`src/rtl/unary_emit.sv`:
```
// unary_emit: turns a count word into a WIN-bit serial stream carrying min(in_cnt,WIN) ones.
// Define UNARY_SPREAD_EN to spread the ones evenly (Bresenham) instead of sending them first.
module unary_emit #(
  parameter int DW  = 8,
  parameter int WIN = 255
) (
  input  logic          clk,
  input  logic          rst_n,
  input  logic          clr,
  input  logic          en,
  input  logic          in_valid,
  output logic          in_ready,
  input  logic [DW-1:0] in_cnt,
  output logic          out_valid,
  input  logic          out_ready,
  output logic          out_bit,
  output logic          out_last
);
  localparam int IW = $clog2(WIN + 1);
  localparam logic [DW-1:0] WIN_CNT  = DW'(WIN);
  localparam logic [IW-1:0] LAST_IDX = IW'(WIN - 1);

  typedef enum logic {IDLE = 1'b0, EMIT = 1'b1} state_t;

  state_t        state_q;
  logic [DW-1:0] cnt_q;
  logic [IW-1:0] idx_q;
  logic [DW-1:0] cnt_d;
  logic          emit_act;
  logic          accept;
  logic          handshake;
  logic          at_last;
  logic          bit_d;

  assign emit_act  = (state_q == EMIT);
  assign in_ready  = ~emit_act & en & ~clr;
  assign out_valid = emit_act & en;
  assign at_last   = (idx_q == LAST_IDX);
  assign out_last  = emit_act & at_last;
  assign out_bit   = emit_act & bit_d;
  assign accept    = in_valid & in_ready;
  // clr wins over a handshake offered in the same cycle
  assign handshake = out_valid & out_ready & ~clr;
  assign cnt_d     = (in_cnt > WIN_CNT) ? WIN_CNT : in_cnt;

`ifdef UNARY_SPREAD_EN
  localparam logic [DW:0] WIN_ERR = (DW + 1)'(WIN);
  logic [DW:0] err_q;
  logic [DW:0] sum_d;

  assign sum_d = err_q + {1'b0, cnt_q};
  assign bit_d = (sum_d >= WIN_ERR);

  always_ff @(posedge clk or negedge rst_n) begin
    if (!rst_n) begin
      err_q <= '0;
    end else if (accept) begin
      err_q <= '0;
    end else if (handshake) begin
      err_q <= bit_d ? (sum_d - WIN_ERR) : sum_d;
    end
  end
`else
  assign bit_d = ({{DW{1'b0}}, idx_q} < {{IW{1'b0}}, cnt_q});
`endif

  always_ff @(posedge clk or negedge rst_n) begin
    if (!rst_n) begin
      state_q <= IDLE;
      cnt_q   <= '0;
      idx_q   <= '0;
    end else if (clr) begin
      state_q <= IDLE;
      idx_q   <= '0;
    end else if (accept) begin
      cnt_q   <= cnt_d;
      idx_q   <= '0;
      state_q <= EMIT;
    end else if (handshake) begin
      if (at_last) begin
        state_q <= IDLE;
        idx_q   <= '0;
      end else begin
        idx_q <= idx_q + IW'(1);
      end
    end
  end

endmodule
```
`config.mk`:
```
export PLATFORM = sky130hd
export DESIGN_NAME = unary_emit
export DESIGN_NICKNAME = d
export VERILOG_FILES = /design/src/rtl/unary_emit.sv
export SDC_FILE = /design/constraint.sdc
export NUM_CORES = 1
export LEC_CHECK = 0
export ABC_AREA = 1
export BUFFER_PORTS_ARGS = -buffer_cell sky130_fd_sc_hd__clkbuf_2
export CAP_MARGIN = 15
export CORE_MARGIN = 2
export CORE_UTILIZATION = 35
export CTS_CLUSTER_SIZE = 40
export DETAILED_ROUTE_END_ITERATION = 8
export SLEW_MARGIN = 20
export SYNTH_ARGS = -nofsm -noshare
export SYNTH_HDL_FRONTEND = slang
export SYNTH_SLANG_ARGS = --single-unit
```
`constraint.sdc`:
```
create_clock -name clk -period 1.25 [get_ports clk]
set_clock_uncertainty 0.1 [all_clocks]
set_input_delay 0.25 -clock clk [delete_from_list [all_inputs] [get_ports clk]]
set_output_delay 0.25 -clock clk [all_outputs]
set_load 0.1 [all_outputs]
```
==> out/results.md, run 1 <==
Die
* 20 — Rows
* 0.00303 mm^2 — area of the core
* 36.7% — Starting Density
* 0.00364 mm^2 — Die Footprint
* 60.3 um — Die Span X
* 60.3 um — height of the chip
* 18 — number of ports placed on the die boundary

Global routing
* 18 — maximum number of pins on one net before global-route repair
* 0 — global-route congestion overflow total
* 5390 um — global-route wire length before repair
* 0 — antenna violations before repair
* 1229 — via count of the first global-routing pass
* 20.2% — Overall Global Routing Usage

Worst setup path
* -0.49 ns — FF-to-FF setup slack
* output pin — endpoint class of the critical path
* flop to output pin — Worst Setup Path Type
* idx_q[1] — Worst R2R Start
* 0.90 ns — Required @ worst endpoint
* flop — type of element launching the critical path
* 11 — count of cells along the worst register-to-register path
* idx_q[7] — capturing point of the worst reg2reg path
* idx_q[1] — worst setup path start
* 2 — critical-path maximum fanout
* 1.67 ns — data arrival time of the worst path

Route
* 4 — total iterations of the first detailed-routing run
* 1182 — detailed-route via count
* 3520 um — final wirelength
* 13.8 um — routed length per instance
* 4.64 — Vias/cell
* 0 — post-route DRC violation count
* 37 — drt first-iter violations
* 0 — post-route antenna net violation count

Clock tree
* 1 — number of levels the H-tree was split into
* built — TritonCTS clock tree
* 17 — number of clock sinks
* sky130_fd_sc_hd__clkbuf_4 — clk root buf
* 0.30 ns — Clk Latency, worst-skew pair
* 0.12 ns — Clock transition at path regs
* 3 — TritonCTS Buffers
* 2 — maximum buffer depth of the clock tree

Synth
* 0 — number of synthesized flops with an enable pin
* 0 — Synth Warn #
* 148 — Post-Synthesis Cells
* sky130_fd_sc_hd__dfrtp_1 38%, sky130_fd_sc_hd__nand2_1 17%, sky130_fd_sc_hd__ha_1 10%, sky130_fd_sc_hd__inv_1 7.1%, sky130_fd_sc_hd__o21ai_0 4.1% — ranking of synthesized cells by area
* sky130_fd_sc_hd__dfrtp_1 — most area-hungry cell type in the Yosys netlist
* 100% — fraction of registers with async set or reset after synthesis
* 38.3% — sequential share of the synthesized area
* 17 — flop and latch count out of synthesis
* 7.51 um^2 — Avg Synthesized Cell Area
* 171 — Net Count, Synth
* 0.00111 mm^2 — Post-Synthesis Cell Area
* 20 — number of different library cells in the post-synthesis netlist
* sky130_fd_sc_hd__dfrtp_1 — dominant synthesized flop cell
* 38.3% — share of the synthesized area in the top cell type

Outcome
* finished, violations left — result of the run
* setup timing — violated checks

STA
* 162% — share of the cycle needed by the critical path after routing
* 21 — total of endpoints with negative setup slack in the final report
* 2.02 ns — minimum period implied by the final worst setup slack
* 0.445 ns — Worst Tran Pin Value
* 0 — final hold vios
* yes — setup repair after global routing missed its margin
* 495 MHz — Max Clock Freq
* 70.3% — Max-slew headroom
* 0 — final number of max-transition violations
* -0.770 ns — post-layout worst setup margin

Power
* 853 mW/mm^2 — power per cell area
* 0.651 mV — maximum ir drop on the vdd rail
* 1.03 nW — cell leakage power

Final layout
* 235 — # nets final
* 218 — count of fill cells added during filler insertion
* 0 — number of inserted diodes
* 82.3% — growth of design area from synthesis to finish
* 66.9% — post-layout util
* 61.1% — ratio of cells with drive above 1 in the final layout

Hold path
* 3 — WHS Path Cells
* primary input to flop — kind of path behind the tightest hold check
* in_cnt[4] — beginning of the worst hold path
* cnt_q[4] — hold path endpoint

Placement
* 17 — number of buffers inserted by port buffering
* 0.801 — final estimated routing congestion in global placement
* -0.451 ns — worst slack at placement
* 2190 um — sum of net half-perimeters after detailed placement

Flow run
* 0 — number of maximum-capacitance violations

-- flip-flops by register name (all words and copies together), names as in the netlist --
register,cells
cnt_q,8
idx_q,8
emit_act,1
-- synth_stat cells (2+ instances only) --
cell type and instances:
sky130_fd_sc_hd__nand2_4 3, sky130_fd_sc_hd__ha_1 9, sky130_fd_sc_hd__o21ai_0 9, sky130_fd_sc_hd__nor2_2 4, sky130_fd_sc_hd__inv_1 21, sky130_fd_sc_hd__a21oi_1 4
sky130_fd_sc_hd__nand3_1 7, sky130_fd_sc_hd__nor3_1 2, sky130_fd_sc_hd__dfrtp_1 17, sky130_fd_sc_hd__inv_2 4, sky130_fd_sc_hd__nor2_1 10, sky130_fd_sc_hd__nand2_1 49
sky130_fd_sc_hd__nand2_2 2
-- worst max path at each step --
stage,end,slack (ns),cells after the start
6_report,out_bit,-0.77,9
5_1_grt,out_bit,-0.86,10
4_1_cts,out_bit,-0.79,9
3_5_place_dp,out_bit,-0.45,8
3_3_place_gp,out_bit,-0.38,7
2_1_floorplan,out_bit,-0.58,5
-- area by class of cell --
cell class / count / area, um^2 / area share [%]
timing repair buffer: 59 / 566 / 27.9
tap: 44 / 55.1 / 2.72
clock buffer: 3 / 22.5 / 1.11
inverter: 25 / 109 / 5.37
sequential: 17 / 425 / 21.0
clock inverter: 1 / 5.00 / 0.247
multi-input combinational: 106 / 843 / 41.6
-- cell usage in the layout (no fill, tap or decap) --
master                           n
sky130_fd_sc_hd__nand2_2        17
sky130_fd_sc_hd__ha_1            3
sky130_fd_sc_hd__nand4_1         1
sky130_fd_sc_hd__nand2_4         8
sky130_fd_sc_hd__clkbuf_2       13
sky130_fd_sc_hd__nand3_1         4
sky130_fd_sc_hd__buf_12          8
sky130_fd_sc_hd__dfrtp_1        17
sky130_fd_sc_hd__o21bai_1        1
sky130_fd_sc_hd__xor2_1          1
sky130_fd_sc_hd__a21oi_1         2
sky130_fd_sc_hd__nor3_2          1
sky130_fd_sc_hd__nand2_1        29
sky130_fd_sc_hd__nand3_4         4
sky130_fd_sc_hd__o21ai_1         7
sky130_fd_sc_hd__nor3_4          1
sky130_fd_sc_hd__buf_4          24
sky130_fd_sc_hd__inv_1          11
sky130_fd_sc_hd__buf_6          12
sky130_fd_sc_hd__dlygate4sd3_1   1
sky130_fd_sc_hd__nor2_1          4
sky130_fd_sc_hd__nor2_2          7
sky130_fd_sc_hd__buf_8           1
sky130_fd_sc_hd__nand3_2         1
sky130_fd_sc_hd__clkbuf_4        3
sky130_fd_sc_hd__inv_2          12
sky130_fd_sc_hd__o21a_1          1
sky130_fd_sc_hd__clkinv_2        1
sky130_fd_sc_hd__o21ai_2         2
sky130_fd_sc_hd__ha_4            6
sky130_fd_sc_hd__a21oi_2         2
sky130_fd_sc_hd__nor2_4          3
sky130_fd_sc_hd__inv_8           2
sky130_fd_sc_hd__nand4_4         1
-- power by group --
part           total (mW)  internal (mW)  switching [mW]
sequential          0.653          0.620          0.0333
combinational       0.756          0.353           0.403
clock               0.320          0.119           0.200
total                1.73           1.09           0.637
-- what timing repair did --
action,in CTS,in global routing
hold buffers,1,0
cloned,2,0
endpoints found under the setup margin,21,21
gates resized for setup,37,36
endpoints found under the hold margin,17,0
pin swaps,4,17
setup buffers,10,8
-- worst max-delay path: stages (launching register included) --
cell                      delay [ns]
sky130_fd_sc_hd__dfrtp_1        0.44
sky130_fd_sc_hd__ha_4           0.23
sky130_fd_sc_hd__nand2_2        0.06
sky130_fd_sc_hd__nand2_1        0.05
sky130_fd_sc_hd__nand2_1        0.08
sky130_fd_sc_hd__nand2_2        0.06
sky130_fd_sc_hd__nand2_2        0.07
sky130_fd_sc_hd__nand2_2        0.06
sky130_fd_sc_hd__nor2_4         0.13
sky130_fd_sc_hd__buf_12         0.18
-- metal layers --
metal	vias up	global-route usage [%]	part of all wire [%]	wire length, um
met3	6	2.99	2.5	89
met4	0	9.52	1.4	49
met2	22	35.4	54	1900
li1	593	-	-	-
met5	-	0	0	0
met1	561	24.3	42	1480
-- logic make-up after synthesis --
logic type | share of synthesized area (%)
AO/OA/AOI/OAI | 7.21
XOR/XNOR | 0.788
adder cells (fa/ha/maj) | 10.1
buffers and inverters | 9.12
flip-flops | 38.3
AND/OR/NAND/NOR | 34.5
-- metrics by stage --
stage | cell area [um^2] | hold WS (ns) | setup TNS, ns | power, mW | instances
final | 2030 | 0.0550 | -8.29 | 1.73 | 255
after detailed placement | 1600 | 0.122 | -3.10 | 1.19 | 233
after floorplan | 1190 | -0.146 | -1.48 | 0.949 | 148
after global routing | 2030 | 0.0444 | -9.38 | 1.84 | 255
after global placement | 1600 | 0.119 | -2.73 | 1.17 | 233
after CTS | 1860 | 0.0415 | -6.11 | 1.65 | 250
Note: power is estimated with default switching activity, not from simulation.
==> run 2, diff against run 1 <==
--- a/config.mk
+++ b/config.mk
@@ -6,12 +6,12 @@
 export NUM_CORES = 1
 export LEC_CHECK = 0
 export ABC_AREA = 1
-export BUFFER_PORTS_ARGS = -buffer_cell sky130_fd_sc_hd__clkbuf_2
 export CAP_MARGIN = 15
 export CORE_MARGIN = 2
 export CORE_UTILIZATION = 35
 export CTS_CLUSTER_SIZE = 40
 export DETAILED_ROUTE_END_ITERATION = 8
+export DONT_BUFFER_PORTS = 1
 export SLEW_MARGIN = 20
 export SYNTH_ARGS = -nofsm -noshare
 export SYNTH_HDL_FRONTEND = slang
==> run 2 against run 1 <==
Highest routed layer unchanged. Maximum frequency increased by 2.4%. Largest power group is now registers. Global-route usage decreased by 4.4 points. The flow still finishes with violations (setup timing). Power decreased by 10%.
==> out/results.md, run 2 (synthesized netlist as in run 1, its figures left out) <==
Outcome
* finished, violations left — result of the run, unchanged
* setup timing — violated checks, unchanged

Hold path
* primary input to flop — kind of path behind the tightest hold check, unchanged
* out_ready — beginning of the worst hold path, was in_cnt[4]

Global routing
* 15.8% — Overall Global Routing Usage, was 20.2%
* 18 — maximum number of pins on one net before global-route repair, unchanged
* 0 — global-route congestion overflow total, unchanged
* 4230 um — global-route wire length before repair, was 5390 um
* 992 — via count of the first global-routing pass, was 1229
* 0 — antenna violations before repair, unchanged

Worst setup path
* idx_q[1] — Worst R2R Start, unchanged
* 1.62 ns — data arrival time of the worst path, was 1.67 ns
* 2 — critical-path maximum fanout, unchanged
* idx_q[5] — worst setup path start, was idx_q[1]
* flop to output pin — Worst Setup Path Type, unchanged
* flop — type of element launching the critical path, unchanged
* 0.90 ns — Required @ worst endpoint, about the same
* output pin — endpoint class of the critical path, unchanged

Power
* 0.595 mV — maximum ir drop on the vdd rail, was 0.651 mV
* 864 mW/mm^2 — power per cell area, was 853 mW/mm^2
* 0.908 nW — cell leakage power, was 1.03 nW

Clock tree
* 0.12 ns — Clock transition at path regs, about the same
* 17 — number of clock sinks, unchanged
* built — TritonCTS clock tree, unchanged
* 3 — TritonCTS Buffers, unchanged
* 2 — maximum buffer depth of the clock tree, unchanged
* 1 — number of levels the H-tree was split into, unchanged
* 0.30 ns — Clk Latency, worst-skew pair, about the same
* sky130_fd_sc_hd__clkbuf_4 — clk root buf, unchanged

Die
* 60.3 um — height of the chip, unchanged
* 36.7% — Starting Density, unchanged
* 18 — number of ports placed on the die boundary, unchanged
* 60.3 um — Die Span X, unchanged
* 20 — Rows, unchanged
* 0.00364 mm^2 — Die Footprint, unchanged
* 0.00303 mm^2 — area of the core, unchanged

Route
* 2830 um — final wirelength, was 3520 um
* 0 — post-route DRC violation count, unchanged
* 1086 — detailed-route via count, was 1182
* 23 — drt first-iter violations, was 37
* 4 — total iterations of the first detailed-routing run, unchanged
* 12.0 um — routed length per instance, was 13.8 um
* 4.60 — Vias/cell, was 4.64
* 0 — post-route antenna net violation count, unchanged

Final layout
* 236 — non-filler instance count after layout, was 255
* 61.6% — growth of design area from synthesis to finish, was 82.3%
* sky130_fd_sc_hd__nand2_1 — most frequent standard cell in the layout excluding fill and tap cells, unchanged
* 34 x sky130_fd_sc_hd__nand2_1, 22 x sky130_fd_sc_hd__buf_4, 17 x sky130_fd_sc_hd__dfrtp_1, 15 x sky130_fd_sc_hd__inv_1, 15 x sky130_fd_sc_hd__nand2_2 — most frequent cells in the layout, was 29 x sky130_fd_sc_hd__nand2_1, 24 x sky130_fd_sc_hd__buf_4, 17 x sky130_fd_sc_hd__nand2_2, 17 x sky130_fd_sc_hd__dfrtp_1, 13 x sky130_fd_sc_hd__clkbuf_2
* 216 — # nets final, was 235
* 253 — count of fill cells added during filler insertion, was 218
* 0 — number of inserted diodes, unchanged
* 46.4% — ratio of cells with drive above 1 in the final layout, was 61.1%

STA
* 46.0% — Max-slew headroom, was 70.3%
* 21 — total of endpoints with negative setup slack in the final report, unchanged
* 0 — final number of max-transition violations, unchanged
* yes — setup repair after global routing missed its margin, unchanged
* 1.97 ns — minimum period implied by the final worst setup slack, was 2.02 ns
* 507 MHz — Max Clock Freq, was 495 MHz
* -5.45 ns — setup_tns, was -8.29 ns
* 0.807 ns — Worst Tran Pin Value, was 0.445 ns
* 0 — final hold vios, unchanged
* -0.723 ns — post-layout worst setup margin, was -0.770 ns
* 158% — share of the cycle needed by the critical path after routing, was 162%

Placement
* 215 — Cells after DPL, was 233
* 1910 um — sum of net half-perimeters after detailed placement, was 2190 um
* -0.416 ns — worst slack at placement, was -0.451 ns
* 0 — number of buffers inserted by port buffering, was 17
* 0.843 — final estimated routing congestion in global placement, was 0.801

Flow run
* 0 — number of maximum-capacitance violations, unchanged

## run 2: repair_timing
| item | CTS | global route |
|---|---|---|
| buffers inserted | 3 | 4 |
| hold buffers | 9 | 0 |
| hold endpoints to repair | 25 | 0 |
| pin swaps | 6 | 6 |
| setup endpoints to repair | 20 | 21 |
| cloned | 1 | 1 |
| resized for setup | 14 | 28 |
## run 2: power breakdown
part	total, mW	switching, mW	internal (mW)
sequential	0.647	0.0273	0.619
clock	0.312	0.193	0.119
combinational	0.593	0.328	0.265
total	1.55	0.548	1.00
## run 2: critical path, cell delays in order (launching register included)
cell                      delay, ns
sky130_fd_sc_hd__dfrtp_1       0.41
sky130_fd_sc_hd__ha_1          0.30
sky130_fd_sc_hd__a21oi_2       0.14
sky130_fd_sc_hd__o21a_1        0.13
sky130_fd_sc_hd__nand2_2       0.07
sky130_fd_sc_hd__nor2_4        0.10
sky130_fd_sc_hd__buf_12        0.18
## run 2: worst paths after layout
kind                             to  slack (ns)  cells after the start
min in group asynchronous  cnt_q[5]        0.37                      1
max                         out_bit       -0.72                      6
max in group asynchronous  emit_act        0.17                      1
min reg2reg                cnt_q[0]        0.40                      2
min                        idx_q[7]        0.15                      3
max reg2reg                idx_q[7]       -0.34                     10
## run 2: metal layers
metal | share of wire [%] | track usage, % | wire length (um)
met1 | 43 | 20.3 | 1220
met2 | 53 | 27.8 | 1500
met3 | 2.9 | 2.56 | 82
met4 | 0.71 | 3.81 | 20
met5 | 0 | 0 | 0
## run 2: stage by stage
| stage | instance area (um^2) | hold WS, ns | util [%] | total power [mW] |
|---|---|---|---|---|
| 6_report | 1800 | 0.151 | 59.3 | 1.55 |
| 5_1_grt | 1800 | 0.154 | 59.3 | 1.66 |
| 4_1_cts | 1660 | 0.133 | 54.9 | 1.50 |
| 3_5_place_dp | 1480 | -0.145 | 48.9 | 1.12 |
| 3_3_place_gp | 1480 | -0.145 | 48.9 | 1.11 |
| 2_1_floorplan | 1190 | -0.146 | - | 0.949 |
## run 2: area by class of cell
cell class                 instances  area [um^2]  area share (%)
sequential                        17          425            23.7
timing repair buffer              40          414            23.1
clock inverter                     1         5.00           0.279
multi-input combinational        106          769            42.9
tap                               44         55.1            3.07
clock buffer                       3         22.5            1.25
inverter                          25          104            5.78
